## config.mk

```make
export PLATFORM = sky130hd
export DESIGN_NAME = mac_adain_seq_flat
export DESIGN_NICKNAME = d
export VERILOG_FILES = /design/src/rtl/mac_adain_seq_if.sv /design/src/rtl/mac_adain_seq.sv /design/src/flat_wrapper.sv
export SDC_FILE = /design/constraint.sdc
export NUM_CORES = 1
export LEC_CHECK = 0
export ABC_AREA = 0
export BUFFER_PORTS_ARGS = -buffer_cell sky130_fd_sc_hd__buf_4
export CELL_PAD_IN_SITES_DETAIL_PLACEMENT = 1
export CELL_PAD_IN_SITES_GLOBAL_PLACEMENT = 2
export CORE_MARGIN = 10
export CORE_UTILIZATION = 30
export DETAILED_ROUTE_END_ITERATION = 10
export GPL_TIMING_DRIVEN = 1
export PLACE_DENSITY_LB_ADDON = 0.1
export SYNTH_ARGS = -nofsm -noshare
export SYNTH_HDL_FRONTEND = slang
export SYNTH_SLANG_ARGS = --single-unit
```

## constraint.sdc

```tcl
create_clock -name clk -period 6.5 [get_ports clk]
set_clock_uncertainty 0.2 [all_clocks]
set_input_delay 1.3 -clock clk [delete_from_list [all_inputs] [get_ports clk]]
set_output_delay 1.3 -clock clk [all_outputs]
set_load 0.05 [all_outputs]
```

## src/rtl/mac_adain_seq_if.sv

```systemverilog
// Handshake and MAC-operand bundle for the AdaIN statistics sequencer.
// The master side streams elements and owns the external MAC; the slave is the sequencer.
interface mac_adain_seq_if #(
    parameter int WIDTH_IN  = 48,
    parameter int WIDTH_OUT = 112,
    parameter int LEN_W     = 16
);
    logic                 start;
    logic [LEN_W-1:0]     cfg_len;
    logic                 in_valid;
    logic [WIDTH_IN-1:0]  in_data;
    logic                 in_ready;
    logic                 pass;
    logic                 busy;
    logic                 done;
    logic                 err_len;
    logic [WIDTH_IN-1:0]  mac_multiplicand;
    logic [WIDTH_IN-1:0]  mac_multiplier;
    logic [WIDTH_IN-1:0]  mac_offset;
    logic                 mac_rst_acc;
    logic [WIDTH_OUT-1:0] mac_acc;
    logic [WIDTH_OUT-1:0] sum_out;
    logic [WIDTH_OUT-1:0] sumsq_out;

    modport master (
        output start, cfg_len, in_valid, in_data, mac_acc,
        input  in_ready, pass, busy, done, err_len,
        input  mac_multiplicand, mac_multiplier, mac_offset, mac_rst_acc,
        input  sum_out, sumsq_out
    );

    modport slave (
        input  start, cfg_len, in_valid, in_data, mac_acc,
        output in_ready, pass, busy, done, err_len,
        output mac_multiplicand, mac_multiplier, mac_offset, mac_rst_acc,
        output sum_out, sumsq_out
    );
endinterface

```

## src/rtl/mac_adain_seq.sv

```systemverilog
// Two-pass sequencer feeding an external MAC: pass 0 accumulates sum(x),
// pass 1 accumulates sum(x*x); each result is captured once the MAC pipeline drains.
module mac_adain_seq #(
    parameter int WIDTH_IN     = 48,
    parameter int FRAC_BITS_IN = 16,
    parameter int WIDTH_OUT    = 112,
    parameter int LEN_W        = 16
) (
    input  logic           clk,
    input  logic           rst_n,
    mac_adain_seq_if.slave bus
);
    typedef enum logic [2:0] {
        IDLE   = 3'd0,
        SUM    = 3'd1,
        DRAIN0 = 3'd2,
        SUMSQ  = 3'd3,
        DRAIN1 = 3'd4,
        FIN    = 3'd5
    } state_t;

    localparam logic [WIDTH_IN-1:0] ONE = WIDTH_IN'(1) << FRAC_BITS_IN;

    state_t               state, state_nxt;
    logic [LEN_W-1:0]     n_lat;
    logic [LEN_W-1:0]     cnt;
    logic [1:0]           dcnt;
    logic                 first_q;
    logic                 err_len_q;
    logic                 mac_rst_acc_q;
    logic [WIDTH_IN-1:0]  mcand_q;
    logic [WIDTH_IN-1:0]  mplier_q;
    logic [WIDTH_OUT-1:0] sum_q;
    logic [WIDTH_OUT-1:0] sumsq_q;

    logic in_ready_c;
    logic accept;
    logic last_accept;
    logic drain_done;
    logic start_ok;
    logic in_drain;

    always_comb begin
        in_ready_c = 1'b0;
        if ((state == SUM) || (state == SUMSQ))
            in_ready_c = (cnt < n_lat);
    end

    assign accept      = in_ready_c && bus.in_valid;
    assign last_accept = accept && (cnt == (n_lat - LEN_W'(1)));
    // Capture lands three edges after the last accept: operand reg, product reg, accumulator.
    assign drain_done  = (dcnt == 2'd2);
    assign in_drain    = (state == DRAIN0) || (state == DRAIN1);
    assign start_ok    = (state == IDLE) && bus.start && (bus.cfg_len != '0);

    always_comb begin
        state_nxt = state;
        unique case (state)
            IDLE:    if (start_ok)    state_nxt = SUM;
            SUM:     if (last_accept) state_nxt = DRAIN0;
            DRAIN0:  if (drain_done)  state_nxt = SUMSQ;
            SUMSQ:   if (last_accept) state_nxt = DRAIN1;
            DRAIN1:  if (drain_done)  state_nxt = FIN;
            FIN:                      state_nxt = IDLE;
            default:                  state_nxt = IDLE;
        endcase
    end

    always_ff @(posedge clk or negedge rst_n) begin
        if (!rst_n) begin
            state         <= IDLE;
            n_lat         <= '0;
            cnt           <= '0;
            dcnt          <= '0;
            first_q       <= 1'b0;
            err_len_q     <= 1'b0;
            mac_rst_acc_q <= 1'b0;
            mcand_q       <= '0;
            mplier_q      <= '0;
            sum_q         <= '0;
            sumsq_q       <= '0;
        end else begin
            state     <= state_nxt;
            err_len_q <= (state == IDLE) && bus.start && (bus.cfg_len == '0);

            if (start_ok) begin
                n_lat <= bus.cfg_len;
                cnt   <= '0;
            end else if (accept) begin
                cnt <= cnt + LEN_W'(1);
            end else if ((state == DRAIN0) && drain_done) begin
                cnt <= '0;
            end

            dcnt <= in_drain ? (dcnt + 2'd1) : 2'd0;

            // Bubbles drive zero operands so idle cycles add nothing to the accumulator.
            mcand_q  <= accept ? bus.in_data : '0;
            mplier_q <= accept ? ((state == SUMSQ) ? bus.in_data : ONE) : '0;

            // Accumulator load is delayed one edge to line up with the MAC product register.
            first_q       <= accept && (cnt == '0);
            mac_rst_acc_q <= first_q;

            if ((state == DRAIN0) && drain_done)
                sum_q <= bus.mac_acc;
            if ((state == DRAIN1) && drain_done)
                sumsq_q <= bus.mac_acc;
        end
    end

    assign bus.in_ready         = in_ready_c;
    assign bus.busy             = (state != IDLE);
    assign bus.pass             = (state == SUMSQ) || (state == DRAIN1) || (state == FIN);
    assign bus.done             = (state == FIN);
    assign bus.err_len          = err_len_q;
    assign bus.mac_multiplicand = mcand_q;
    assign bus.mac_multiplier   = mplier_q;
    assign bus.mac_offset       = '0;
    assign bus.mac_rst_acc      = mac_rst_acc_q;
    assign bus.sum_out          = sum_q;
    assign bus.sumsq_out        = sumsq_q;
endmodule

```

## src/flat_wrapper.sv

```systemverilog
// flat-port wrapper written by rule: the top's interface ports become plain ports
module mac_adain_seq_flat 
#(
    parameter int WIDTH_IN     = 48,
    parameter int FRAC_BITS_IN = 16,
    parameter int WIDTH_OUT    = 112,
    parameter int LEN_W        = 16
)
  (clk, rst_n, bus_start, bus_cfg_len, bus_in_valid, bus_in_data, bus_mac_acc, bus_in_ready, bus_pass, bus_busy, bus_done, bus_err_len, bus_mac_multiplicand, bus_mac_multiplier, bus_mac_offset, bus_mac_rst_acc, bus_sum_out, bus_sumsq_out);
  mac_adain_seq_if #(.WIDTH_IN(WIDTH_IN), .WIDTH_OUT(WIDTH_OUT), .LEN_W(LEN_W)) bus_i ();
  input  logic clk;
  input  logic rst_n;
  input wire logic [$bits(bus_i.start)-1:0] bus_start;
  input wire logic [$bits(bus_i.cfg_len)-1:0] bus_cfg_len;
  input wire logic [$bits(bus_i.in_valid)-1:0] bus_in_valid;
  input wire logic [$bits(bus_i.in_data)-1:0] bus_in_data;
  input wire logic [$bits(bus_i.mac_acc)-1:0] bus_mac_acc;
  output wire logic [$bits(bus_i.in_ready)-1:0] bus_in_ready;
  output wire logic [$bits(bus_i.pass)-1:0] bus_pass;
  output wire logic [$bits(bus_i.busy)-1:0] bus_busy;
  output wire logic [$bits(bus_i.done)-1:0] bus_done;
  output wire logic [$bits(bus_i.err_len)-1:0] bus_err_len;
  output wire logic [$bits(bus_i.mac_multiplicand)-1:0] bus_mac_multiplicand;
  output wire logic [$bits(bus_i.mac_multiplier)-1:0] bus_mac_multiplier;
  output wire logic [$bits(bus_i.mac_offset)-1:0] bus_mac_offset;
  output wire logic [$bits(bus_i.mac_rst_acc)-1:0] bus_mac_rst_acc;
  output wire logic [$bits(bus_i.sum_out)-1:0] bus_sum_out;
  output wire logic [$bits(bus_i.sumsq_out)-1:0] bus_sumsq_out;
  assign bus_i.start = bus_start;
  assign bus_i.cfg_len = bus_cfg_len;
  assign bus_i.in_valid = bus_in_valid;
  assign bus_i.in_data = bus_in_data;
  assign bus_i.mac_acc = bus_mac_acc;
  assign bus_in_ready = bus_i.in_ready;
  assign bus_pass = bus_i.pass;
  assign bus_busy = bus_i.busy;
  assign bus_done = bus_i.done;
  assign bus_err_len = bus_i.err_len;
  assign bus_mac_multiplicand = bus_i.mac_multiplicand;
  assign bus_mac_multiplier = bus_i.mac_multiplier;
  assign bus_mac_offset = bus_i.mac_offset;
  assign bus_mac_rst_acc = bus_i.mac_rst_acc;
  assign bus_sum_out = bus_i.sum_out;
  assign bus_sumsq_out = bus_i.sumsq_out;
  mac_adain_seq #(.WIDTH_IN(WIDTH_IN), .FRAC_BITS_IN(FRAC_BITS_IN), .WIDTH_OUT(WIDTH_OUT), .LEN_W(LEN_W)) u_core (.clk(clk), .rst_n(rst_n), .bus(bus_i));
endmodule
```

==> results.tsv <==
stage	metric	value	unit
drt	routed_wl	52900	um
yosys	synth_top_cell_area_share	62.1	%
clock_network	root_buffer	clkbuf_16	
timing	fin_tns_setup	0	ps
power_and_ir_drop	power_frac_seq	41.7	%
layout	fin_nets	1762	
yosys	syn_inst	1051	
worst_setup_path	slowest_delay	520	ps
clock_network	path_clk_slew	60	ps
drt	wl_met1	18700	um
floorplan	die_height	240	um
job	cap_violations	0	
yosys	ys_ff_latch	360	
worst_setup_path	crit_family	compound AO/OA/AOI/OAI gates	
clock_network	cts_tree	done	
grt	grt_start_max_net_pins	133	
power_and_ir_drop	ir_drop	0.000188	V
worst_setup_path	crit_path_start_kind	register	
yosys	ys_seq_area_share	62.1	%
clock_network	cts_resized	0	
yosys	ys_types	53	
worst_setup_path	cp.required	5000	ps
clock_network	insertion_delay	560	ps
power_and_ir_drop	swShare	30.4	%
floorplan	die_w	240	um
power_and_ir_drop	p_leak	10.1	nW
clock_network	clockBufferDepth	3	
layout	areaGrowthSynthToFinish	39.7	%
drt	vias	10000	
yosys	yosysWarnings	0	
worst_setup_path	path_class	reg -> out	
yosys	yosysTopAreaCell	dfrtp_1	
floorplan	core	47700	um2
clock_network	cts_sinks	360	
placement	portBuffers	505	
yosys	synth-edff-count	0	
timing	finalSetupViolCount	0	
worst_setup_path	path_buf_inv	2	
floorplan	rows	80	
drt	routedWlPerCell	23.9	um
clock_network	h-tree-depth	2	
yosys	synth-async-reset-ratio	100	%
clock_network	numCtsBuffers	43	
timing	rsz0062_at_grt	no	
power_and_ir_drop	power_density	301	nW/um2
worst_setup_path	path_cells	inv_1 -> ha_1 -> a21o_1 -> a221oi_1 -> o22ai_1 -> nor4b_1 -> buf_4	
grt	grtUsageTotal	17.9	%
yosys	synthesis.area	14500	um2
grt	grt_pass1_wl	76600	um
layout	drive_above_1_share	52.1	%
floorplan	die_area	57600	um2
power_and_ir_drop	p_comb_share	18.9	%
drt	dr.max_layer_used	met5	
grt	grt_antenna_before_repair	7	
status	outcome	finished clean	
power_and_ir_drop	pwr-share-clk	39.4	%
drt	drcViolationCount	0	
timing	finalCritPeriodShare	65.6	%
grt	first_global_vias	11300	
drt	ant_nets	0	
yosys	syn_avg_cell_area	13.8	um2
drt	viasPerCell	4.53	
timing	maxSlewViolCount	0	
yosys	synth_common_cells	dfrtp_1 (360), mux2_2 (240), and2_1 (96)	
timing	max_slew_margin	31.0	%
power_and_ir_drop	power_switching	0.00185	W
floorplan	io_pins	554	
worst_setup_path	cpMaxStageDelayCell	dfrtp_1	
yosys	synth_most_common_cell	dfrtp_1	
drt	drt_iter0_drc	345	
yosys	synth_area_leaders	dfrtp_1 (62%), mux2_2 (19%), and2_1 (4.1%), buf_4 (2.5%), ha_1 (1.7%)	
yosys	yosys_most_used_dff	dfrtp_1	
timing	hold_ws	148	ps
worst_setup_path	end_kind	output pin	
drt	route.met3.wl	5530	um
worst_setup_path	worstPathMaxFanout	11	
placement	hpwl	40200	um
worst_setup_path	arrival	2760	ps
drt	wl_met2	27200	um
min_path	hold_path_class	reg -> reg	
timing	worst_slew_pin_slew	1040	ps
clock_network	cts_setup_buffers	0	
timing	timing.fmax	234	MHz
grt	grt_overflow_total	0	
floorplan	initial_utilization	30.4	%
drt	dr.pass1.iters	4	
power_and_ir_drop	p_int	0.00425	W
timing	finalHoldViolations	0	
placement	gp_congestion	0.769	
timing	fin_crit	4260	ps
clock_network	postCtsHoldBufs	0	
==> cell families after synthesis <==
group                      share of synthesized area, %
and+or+nand+nor                                    8.98
xor gates and xnor gates                           1.51
buffers and inverters                              4.34
muxes                                              18.7
AOI/OAI and AO/OA                                  2.66
DFF                                                62.1
adders and majority gates                          1.72
other                                            0.0258
==> area by class of cell <==
class,instances,area [um2]
clock inverter,3,30.0
tap,615,769
sequential,360,9010
clock buffer,74,1400
multi-input combinational,618,5070
timing repair buffer,514,3900
fill,5061,27500
antenna,4,10.0
inverter,25,93.8
==> worst register-to-register path, cell delays in order, from the launching register on <==
cell and delay, ps:
dfrtp_1 490, inv_1 80, ha_1 270, and3_1 180, nand3_1 90, a2111o_1 390
and3b_2 230, buf_4 320, nor3b_2 850, o21ai_0 210, o41ai_1 100
==> layout by cell type (no fill, tap or decap), drive strengths merged, types with 19 or more instances in the layout <==
| cell | count |
|---|---|
| buf | 514 |
| dfrtp | 360 |
| mux2 | 241 |
| and2 | 96 |
| clkbuf | 74 |
| conb | 48 |
| o21ai | 27 |
| inv | 26 |
| nand2 | 25 |
| nor2 | 25 |
| ha | 20 |
| xnor2 | 19 |
==> metrics by stage <==
| step | setup slack, ps | util [%] | std cells | total power (W) | area [um2] |
|---|---|---|---|---|---|
| floorplan | 1860 | - | 1098 | 0.00330 | 14700 |
| global placement | 2860 | 39.5 | 2132 | 0.00374 | 18900 |
| detailed placement | 2800 | 39.5 | 2132 | 0.00375 | 18900 |
| CTS | 2170 | 42.5 | 2209 | 0.00622 | 20300 |
| global route | 2040 | 42.5 | 2209 | 0.00642 | 20300 |
| finish | 2240 | 42.5 | 2213 | 0.00610 | 20300 |
==> worst paths after layout <==
| path | startpoint | endpoint | slack (ps) | cells past startpoint |
|---|---|---|---|---|
| hold / removal | u_core.first_q | u_core.bus.mac_rst_acc | 150 | 0 |
| hold reg to reg | u_core.first_q | u_core.bus.mac_rst_acc | 150 | 0 |
| min in group asynchronous | rst_n | u_core.bus.mac_multiplicand[36] | 480 | 1 |
| max in group asynchronous | rst_n | u_core.bus.mac_multiplier[20] | 4280 | 2 |
| setup / recovery | u_core.n_lat[9] | bus_in_ready | 2240 | 7 |
| setup reg to reg | u_core.n_lat[10] | u_core.cnt[15] | 2980 | 10 |
==> power by group through the flow <==
stage / sequential [W] / clock (W) / combinational (W)
6_report: 0.00254 / 0.00240 / 0.00116
5_1_grt: 0.00257 / 0.00260 / 0.00126
4_1_cts: 0.00254 / 0.00250 / 0.00118
3_5_place_dp: 0.00258 / 0 / 0.00117
3_3_place_gp: 0.00257 / 0 / 0.00117
2_1_floorplan: 0.00276 / 0 / 0.000547
==> metal layers <==
layer  GRT usage (%)  vias up
li1                -     4557
met3            8.48       68
met2            31.5      303
met1            18.5     5085
met4            5.69        6
met5               0        -
==> flip-flops by register name, summed over array words and instances, names as in the netlist <==
| register | count |
|---|---|
| u_core.bus.sum_out | 112 |
| u_core.bus.mac_multiplicand | 48 |
| u_core.bus.err_len | 1 |
| u_core.state | 3 |
| u_core.n_lat | 16 |
| u_core.first_q | 1 |
| u_core.cnt | 16 |
| u_core.bus.mac_rst_acc | 1 |
| u_core.dcnt | 2 |
| u_core.bus.mac_multiplier | 48 |
| u_core.bus.sumsq_out | 112 |
Power figures use the tool's default switching activity.
